**src/rtl/pipe_pkg.sv**
```systemverilog
// Shared definitions for the ID/EX pipeline register.
// Holds the default payload/control widths, the maximum slot count and the
// bit offsets of each field inside the control bundle, plus a popcount helper
// used to derive slot occupancy.
package pipe_pkg;

  localparam int IDEX_DATA_W = 111;
  localparam int IDEX_CTRL_W = 11;
  localparam int MAX_DEPTH   = 4;

  // Control-bundle layout, LSB first.
  localparam int CTRL_ALUCTRL_LSB = 0;
  localparam int CTRL_ALUCTRL_W   = 6;
  localparam int CTRL_ALUSRC_BIT   = 6;
  localparam int CTRL_REGWRITE_BIT = 7;
  localparam int CTRL_MEMTOREG_BIT = 8;
  localparam int CTRL_MEMWRITE_BIT = 9;
  localparam int CTRL_REGDST_BIT   = 10;

  typedef struct packed {
    logic       regDst;
    logic       memWrite;
    logic       memtoReg;
    logic       regWrite;
    logic       aluSrc;
    logic [5:0] aluCtrl;
  } idexCtrl_t;

  // Number of set bits in a slot-valid vector (0..MAX_DEPTH).
  function automatic logic [2:0] countValid(input logic [MAX_DEPTH-1:0] vldVec);
    logic [2:0] cnt;
    cnt = '0;
    for (int i = 0; i < MAX_DEPTH; i++) begin
      cnt = cnt + {2'b00, vldVec[i]};
    end
    return cnt;
  endfunction

endpackage

```
**src/rtl/pipe_stage_slot.sv**
```systemverilog
// One pipeline slot: valid bit, control bundle and payload.
// Ports:
//   clk, rst_n          clock, synchronous active-low reset (clears everything)
//   kill                clear valid and control (payload too if CLEAR_DATA=1)
//   hold                keep current contents
//   vldIn/ctrlIn/dataIn contents loaded when neither kill nor hold
//   vldOut/ctrlOut/dataOut current slot contents
// Priority: reset, kill, hold, load. Control is gated by valid on load so a
// slot that holds no instruction never carries non-zero control.
module pipe_stage_slot #(
  parameter int DATA_W     = 111,
  parameter int CTRL_W     = 11,
  parameter bit CLEAR_DATA = 1'b0
) (
  input  logic              clk,
  input  logic              rst_n,
  input  logic              kill,
  input  logic              hold,
  input  logic              vldIn,
  input  logic [CTRL_W-1:0] ctrlIn,
  input  logic [DATA_W-1:0] dataIn,
  output logic              vldOut,
  output logic [CTRL_W-1:0] ctrlOut,
  output logic [DATA_W-1:0] dataOut
);

  logic              vld_p0;
  logic [CTRL_W-1:0] ctrl_p0;
  logic [DATA_W-1:0] data_p0;

  always_ff @(posedge clk) begin
    if (!rst_n) begin
      vld_p0  <= 1'b0;
      ctrl_p0 <= '0;
      data_p0 <= '0;
    end else if (kill) begin
      vld_p0  <= 1'b0;
      ctrl_p0 <= '0;
      if (CLEAR_DATA) begin
        data_p0 <= '0;
      end
    end else if (!hold) begin
      vld_p0  <= vldIn;
      ctrl_p0 <= vldIn ? ctrlIn : '0;
      data_p0 <= dataIn;
    end
  end

  assign vldOut  = vld_p0;
  assign ctrlOut = ctrl_p0;
  assign dataOut = data_p0;

endmodule

```
**src/rtl/pipe_stage_reg.sv**
```systemverilog
// Configurable-depth ID/EX pipeline register with stall and flush.
// Ports:
//   clk, rst_n      clock, synchronous active-low reset
//   stall_i         hold every slot
//   flush_i         kill every slot (wins over stall_i)
//   valid_i, data_i, ctrl_i   incoming instruction
//   valid_o, data_o, ctrl_o   last-slot contents (registered, no input path)
//   occupancy_o     number of slots holding a valid instruction
// DEPTH slots are chained in series; an instruction appears at the outputs
// after DEPTH advancing edges.
module pipe_stage_reg
  import pipe_pkg::*;
#(
  parameter int DATA_W     = IDEX_DATA_W,
  parameter int CTRL_W     = IDEX_CTRL_W,
  parameter int DEPTH      = 1,
  parameter bit CLEAR_DATA = 1'b0,
  localparam int OCC_W     = $clog2(DEPTH + 1)
) (
  input  logic              clk,
  input  logic              rst_n,
  input  logic              stall_i,
  input  logic              flush_i,
  input  logic              valid_i,
  input  logic [DATA_W-1:0] data_i,
  input  logic [CTRL_W-1:0] ctrl_i,
  output logic              valid_o,
  output logic [DATA_W-1:0] data_o,
  output logic [CTRL_W-1:0] ctrl_o,
  output logic [OCC_W-1:0]  occupancy_o
);

  if (DEPTH < 1 || DEPTH > MAX_DEPTH) begin : gBadDepth
    $error("pipe_stage_reg: DEPTH must be in 1..4");
  end

  logic [DEPTH-1:0]  slotVld;
  logic [CTRL_W-1:0] slotCtrl [DEPTH];
  logic [DATA_W-1:0] slotData [DEPTH];
  logic [MAX_DEPTH-1:0] vldPad;

  for (genvar k = 0; k < DEPTH; k++) begin : gSlot
    logic              vldIn;
    logic [CTRL_W-1:0] ctrlIn;
    logic [DATA_W-1:0] dataIn;

    if (k == 0) begin : gHead
      assign vldIn  = valid_i;
      assign ctrlIn = ctrl_i;
      assign dataIn = data_i;
    end else begin : gChain
      assign vldIn  = slotVld[k-1];
      assign ctrlIn = slotCtrl[k-1];
      assign dataIn = slotData[k-1];
    end

    pipe_stage_slot #(
      .DATA_W     (DATA_W),
      .CTRL_W     (CTRL_W),
      .CLEAR_DATA (CLEAR_DATA)
    ) uSlot (
      .clk     (clk),
      .rst_n   (rst_n),
      .kill    (flush_i),
      .hold    (stall_i),
      .vldIn   (vldIn),
      .ctrlIn  (ctrlIn),
      .dataIn  (dataIn),
      .vldOut  (slotVld[k]),
      .ctrlOut (slotCtrl[k]),
      .dataOut (slotData[k])
    );
  end

  assign valid_o = slotVld[DEPTH-1];
  assign ctrl_o  = slotCtrl[DEPTH-1];
  assign data_o  = slotData[DEPTH-1];

  // Occupancy is a pure function of the slot valid registers.
  assign vldPad      = MAX_DEPTH'(slotVld);
  assign occupancy_o = OCC_W'(countValid(vldPad));

endmodule

```
**config.mk**
```make
export PLATFORM = sky130hd
export DESIGN_NAME = pipe_stage_reg
export DESIGN_NICKNAME = d
export VERILOG_FILES = /design/src/rtl/pipe_pkg.sv /design/src/rtl/pipe_stage_slot.sv /design/src/rtl/pipe_stage_reg.sv
export SDC_FILE = /design/constraint.sdc
export NUM_CORES = 1
export LEC_CHECK = 0
export CAP_MARGIN = 20
export CELL_PAD_IN_SITES_DETAIL_PLACEMENT = 0
export CELL_PAD_IN_SITES_GLOBAL_PLACEMENT = 1
export CORE_MARGIN = 2
export CORE_UTILIZATION = 26
export CTS_CLUSTER_DIAMETER = 200
export CTS_CLUSTER_SIZE = 25
export DETAILED_ROUTE_END_ITERATION = 6
export PLACE_DENSITY_LB_ADDON = 0.1
export SLEW_MARGIN = 30
export SYNTH_ARGS = -nofsm -noshare
export SYNTH_HDL_FRONTEND = slang
export SYNTH_HIERARCHICAL = 1
export SYNTH_SLANG_ARGS = --single-unit
```
**constraint.sdc**
```tcl
create_clock -name clk -period 1.4 [get_ports clk]
set_clock_uncertainty 0.2 [all_clocks]
set_input_delay 0.28 -clock clk [delete_from_list [all_inputs] [get_ports clk]]
set_output_delay 0.28 -clock clk [all_outputs]
set_load 0.01 [all_outputs]
```
# --- Word-level counts from Yosys, hierarchy flattened ---
# Cells that the tools add are included.
op_classes:
  n_mux: 1
  bitwise_logic: 3
  reduce_logical: 2
op_table:
  columns: ["cell", "count"]
  rows:
  - ["$mux W11", 1]
  - ["$not A1 Y1", 3]
  - ["$reduce_and A2 Y1", 1]
  - ["$reduce_or A2 Y1", 1]
totals:
  reg_bits: 123
  in_bits: 127
  out_inout_bits: 124
  wordCells: 9

# --- Longest topological paths before layout ---
logic_depth:
  depth_word: 2
  depth_mapped: 5
  mapped_depth_nobuf: 2

# --- Modules after synthesis ---
# The synthesis kept the hierarchy.
modules_own_cells:
  columns: ["module", "n_inst", "cells_per_inst", "area_per_inst_um2", "seq_area_each_um2"]
  rows:
  - ["pipe_stage_slot", 1, 558, 5032.3, 2462.4]
  - ["pipe_stage_reg", 1, 1, 7.5, 0.0]

# --- Worst setup path before layout ---
# OpenSTA, ideal clock, no wires.
synth_path:
  path_type: "input to register"
  start: "in stall_i"
  end: "reg gSlot[0].uSlot.data_p0[100]"
  setup_ns: 0.070
  arrival_ns: 1.092
  t_required_ns: 1.130
  slack_ns: 0.038
  path_stages: 5
  n_path_buf: 3
  path_cell_list: "buf_6 buf_6 buf_6 or3b_1 a21oi_1"
synth_between:
  elab_chain_len: 2
synth_rtl:
  columns: ["item", "line", "rtl"]
  rows:
  - ["start: declaration", "pipe_stage_reg.sv:22", "input logic stall_i,"]
  - ["$not A1 Y1 (no source line)", null, null]
  - ["$reduce_and A2 Y1 (no source line)", null, null]
  - ["end signal: assignment", "pipe_stage_slot.sv:45", "data_p0 <= dataIn;"]
  - ["end: declaration", "pipe_stage_slot.sv:29", "logic [DATA_W-1:0] data_p0;"]
# No other way between the ends.
# A chain may end at the register's enable or synchronous reset.

# --- Final worst setup path ---
layout_path:
  start: "reg gSlot[0].uSlot.data_p0[105]"
  end: "out data_o[105]"
layout_lines:
  columns: ["item", "line", "rtl"]
  rows:
  - ["end: declaration", "pipe_stage_reg.sv:28", "output logic [DATA_W-1:0] data_o,"]
# No word-level cell between the ends.

==> results.txt <==
The die covers 20500 µm². The number of clock buffers added by TritonCTS is 17. The internal power summed over all cells is 7.11 mW. The setup violation total in the final timing report came out at 0. The relative area change from synthesis to final layout is 58.1%. Clock-pin slew was measured on the worst setup and hold paths at 0.05 ns. Across all layers, the routed design uses 4930 vias. The total wirelength of the detailed-routed design is 16.1 mm. The setup path with the least slack is of type reg2out. The final hold violation count came out at 0.

The power per cell area came out at 1160 nW/µm². Setup repair after global routing left no endpoint under its margin. The number of register bits inferred by synthesis came out at 123. For this design the static power due to leakage is 3.21 nW. The I/O pin total is 251. The number of different library cells used by synthesis comes to 16. The summed area of non-filler cells in the final layout is 7970 µm². The worst register-to-register path begins at gSlot[0].uSlot/dataOut[37]$_SDFFE_PN0P_. The total placed instance area is 7920 µm². Adding up every negative setup slack in the final design gives 0 ns. The fraction of final layout cells with drive strength greater than 1 came out at 26.5%. In this run the worst hold path is classified as in2reg.

The worst slack on hold paths is 0.139 ns. The pin slew with the least headroom to its limit came out at 0.271 ns. The worst-case headroom to the max-slew limit is 81.9%.

The worst setup timing slack at the placement stage is -0.163 ns. For this design, the slowest cell found on the critical path is sky130_fd_sc_hd__dfxtp_1. At the worst endpoint, the arrival time is 0.89 ns. The chip width came out at 143 µm.

The number of nets still failing antenna checks after routing came out at 0. The mean instance size in the synthesized netlist is 9.02 µm². The number of antenna repair diodes came out at 0. STA classifies the critical path startpoint as a flop. The via count of the first global-routing pass came out at 4773.

The number of DRC violations after detailed-routing iteration 0 is 156. Entering global routing, the biggest net connects 68 pins. The critical path goes through buf_2.

IR analysis of the VDD net gives a maximum drop of 768 µV. In the layout the commonest cells are 124 x sky130_fd_sc_hd__clkdlybuf4s50_1, 122 x sky130_fd_sc_hd__a21oi_1, 111 x sky130_fd_sc_hd__or3b_1. The post-layout net count came out at 923. In the global route stage, overall resource usage came out at 15.4%. The net switching power of the design is 2.11 mW.

Row generation in the floorplan step produced 50 rows. The number of warnings issued by yosys is 6. The number of buffers and inverters on the critical path came out at 1.

The floorplan step defined a core boundary enclosing 18900 µm². The number of antenna violations at the first check in global routing came to 0. Leaving out fill and tap cells, the most frequent cell in the layout is sky130_fd_sc_hd__clkdlybuf4s50_1. The run finished with clean final reports. The sequential share of the synthesized area came out at 48.9%. The highest clock rate came out at 731 MHz. The first-pass iteration count of the detailed router came out at 4. The area of the mapped netlist came out at 5040 µm². The worst setup path is captured at an output port. The weighted congestion at the end of routability-driven global placement came out at 0.731. The stage delay of the slowest cell on the critical path came out at 0.34 ns. The tool flagged a number of max-cap violations equal to 0.

The number of buffer cells added on primary ports is 250. The non-filler instance count after layout came out at 1067. The initial cell density of the core is 26.7%. The H-tree level count is 4. Synthesis produced a netlist whose cell count is 559. The clock network fraction of design power came out at 46.4%. The sequential group share of total power is 40.5%.

The via count normalized by instance count came out at 4.62. The first global-routing pass estimated 24.8 mm of wire. The sum of overflow across all layers after global routing is 0. The proportion of total power due to net switching is 22.9%. Of all nets on the critical path, the largest fanout is 2. The CTS tree is built. The total number of clock tree sinks came out at 123. The number of design rule violations left after detail routing came out at 0. The vertical extent of the die is 143 µm. Setup slack on the critical path of the routed design comes to 0.0326 ns. The net count after synthesis is 686. After layout, the worst path uses 97.7% of the clock period. The total placed cells including tap cells came out at 1037. STA puts the critical path data required time at 0.92 ns. The hold path startpoint is flush_i. The fraction of power consumed by combinational cells came out at 13.1%. The half-perimeter wire length after placement is 11.3 mm.

The minimum period implied by the final worst setup slack came out at 1.37 ns. Among cell families on the critical path, the largest total delay comes from flip-flops. The start point of the critical path is gSlot[0].uSlot/dataOut[105]$_SDFFE_PN0P_.

For the worst-skew pair, the clock arrives at the later sink with an insertion delay of 0.40 ns. The deepest clock path buffer count is 2. The tree is rooted in a sky130_fd_sc_hd__clkbuf_16. In the final routed layout, each cell accounts on average for 15.1 µm. The final count of pins violating max slew came out at 0.
## cells by family (layout without fill, tap and decap cells)
family                 Yosys count  in the layout  synth area share [%]
muxes                            1              1                 0.199
buffers and inverters           67            315                  5.86
and+or+nand+nor                135            135                  21.9
DFF                            123            123                  48.9
AOI/OAI and AO/OA              233            233                  23.1
## flip-flops by register name, summed over array words and instances, names as in the netlist
name,count
gSlot.uSlot/ctrlOut,11
gSlot.uSlot/dataOut,111
gSlot.uSlot/vldOut,1
## path summary, 6_finish.rpt
path,to,slack (ns),cells past startpoint
worst max-delay path,data_o[105],0.03,1
worst min-delay path,gSlot[0].uSlot/dataOut[8]$_SDFFE_PN0P_,0.14,3
worst max register to register,gSlot[0].uSlot/dataOut[37]$_SDFFE_PN0P_,0.55,2
worst min register to register,gSlot[0].uSlot/ctrlOut[4]$_SDFFE_PP0N_,0.25,2
## routing by layer
metal / track usage, % / up-vias / wire length [µm]
li1: - / 2490 / -
met1: 18.6 / 2267 / 7000
met2: 25.1 / 154 / 7540
met3: 5.57 / 19 / 1330
met4: 5.73 / 0 / 256
met5: 0 / - / 0
## power groups by stage
stage	combinational, mW	clock (mW)	sequential [mW]
after global routing	1.31	4.60	3.75
after floorplan	0.443	0	3.87
final	1.20	4.28	3.73
after detailed placement	1.34	0	3.80
after global placement	1.32	0	3.80
after CTS	1.20	4.43	3.73
## synthesized netlist by cell type (all sizes together)
library cell  instances  area, µm²
inv                   1       3.75
dfxtp               123       2460
nand2b                1       6.26
o21ai               111        556
clkbuf               52        195
mux2i                 1       10.0
nor2                  1       3.75
nand2                11       41.3
nand3b               11       82.6
buf                  14       96.3
a21oi               122        611
or3b                111        972
## worst min-delay path: cells and delay by family
family,cells,cell delay (ns)
buf+inv,1,0.19
compound gates,2,0.22
## final cells by class
class | instances | area [µm²]
fill | 1930 | 10900
clock buffer | 22 | 484
tap | 260 | 325
clock inverter | 8 | 92.6
multi-input combinational | 369 | 2280
sequential | 123 | 2490
timing repair buffer | 284 | 2280
inverter | 1 | 5.00
## metrics by stage
stage,total power [mW],utilization (%)
6_report,9.22,42.2
5_1_grt,9.66,42.2
4_1_cts,9.36,41.7
3_5_place_dp,5.14,41.9
3_3_place_gp,5.12,41.9
2_1_floorplan,4.31,-
## what timing repair did
item	4_1_cts	5_1_grt
hold buffers	0	0
buffers inserted	0	0
resized for setup	503	34
endpoints found under the setup margin	124	32
cloned	0	0
No activity file was read; power rests on OpenSTA's default activity.
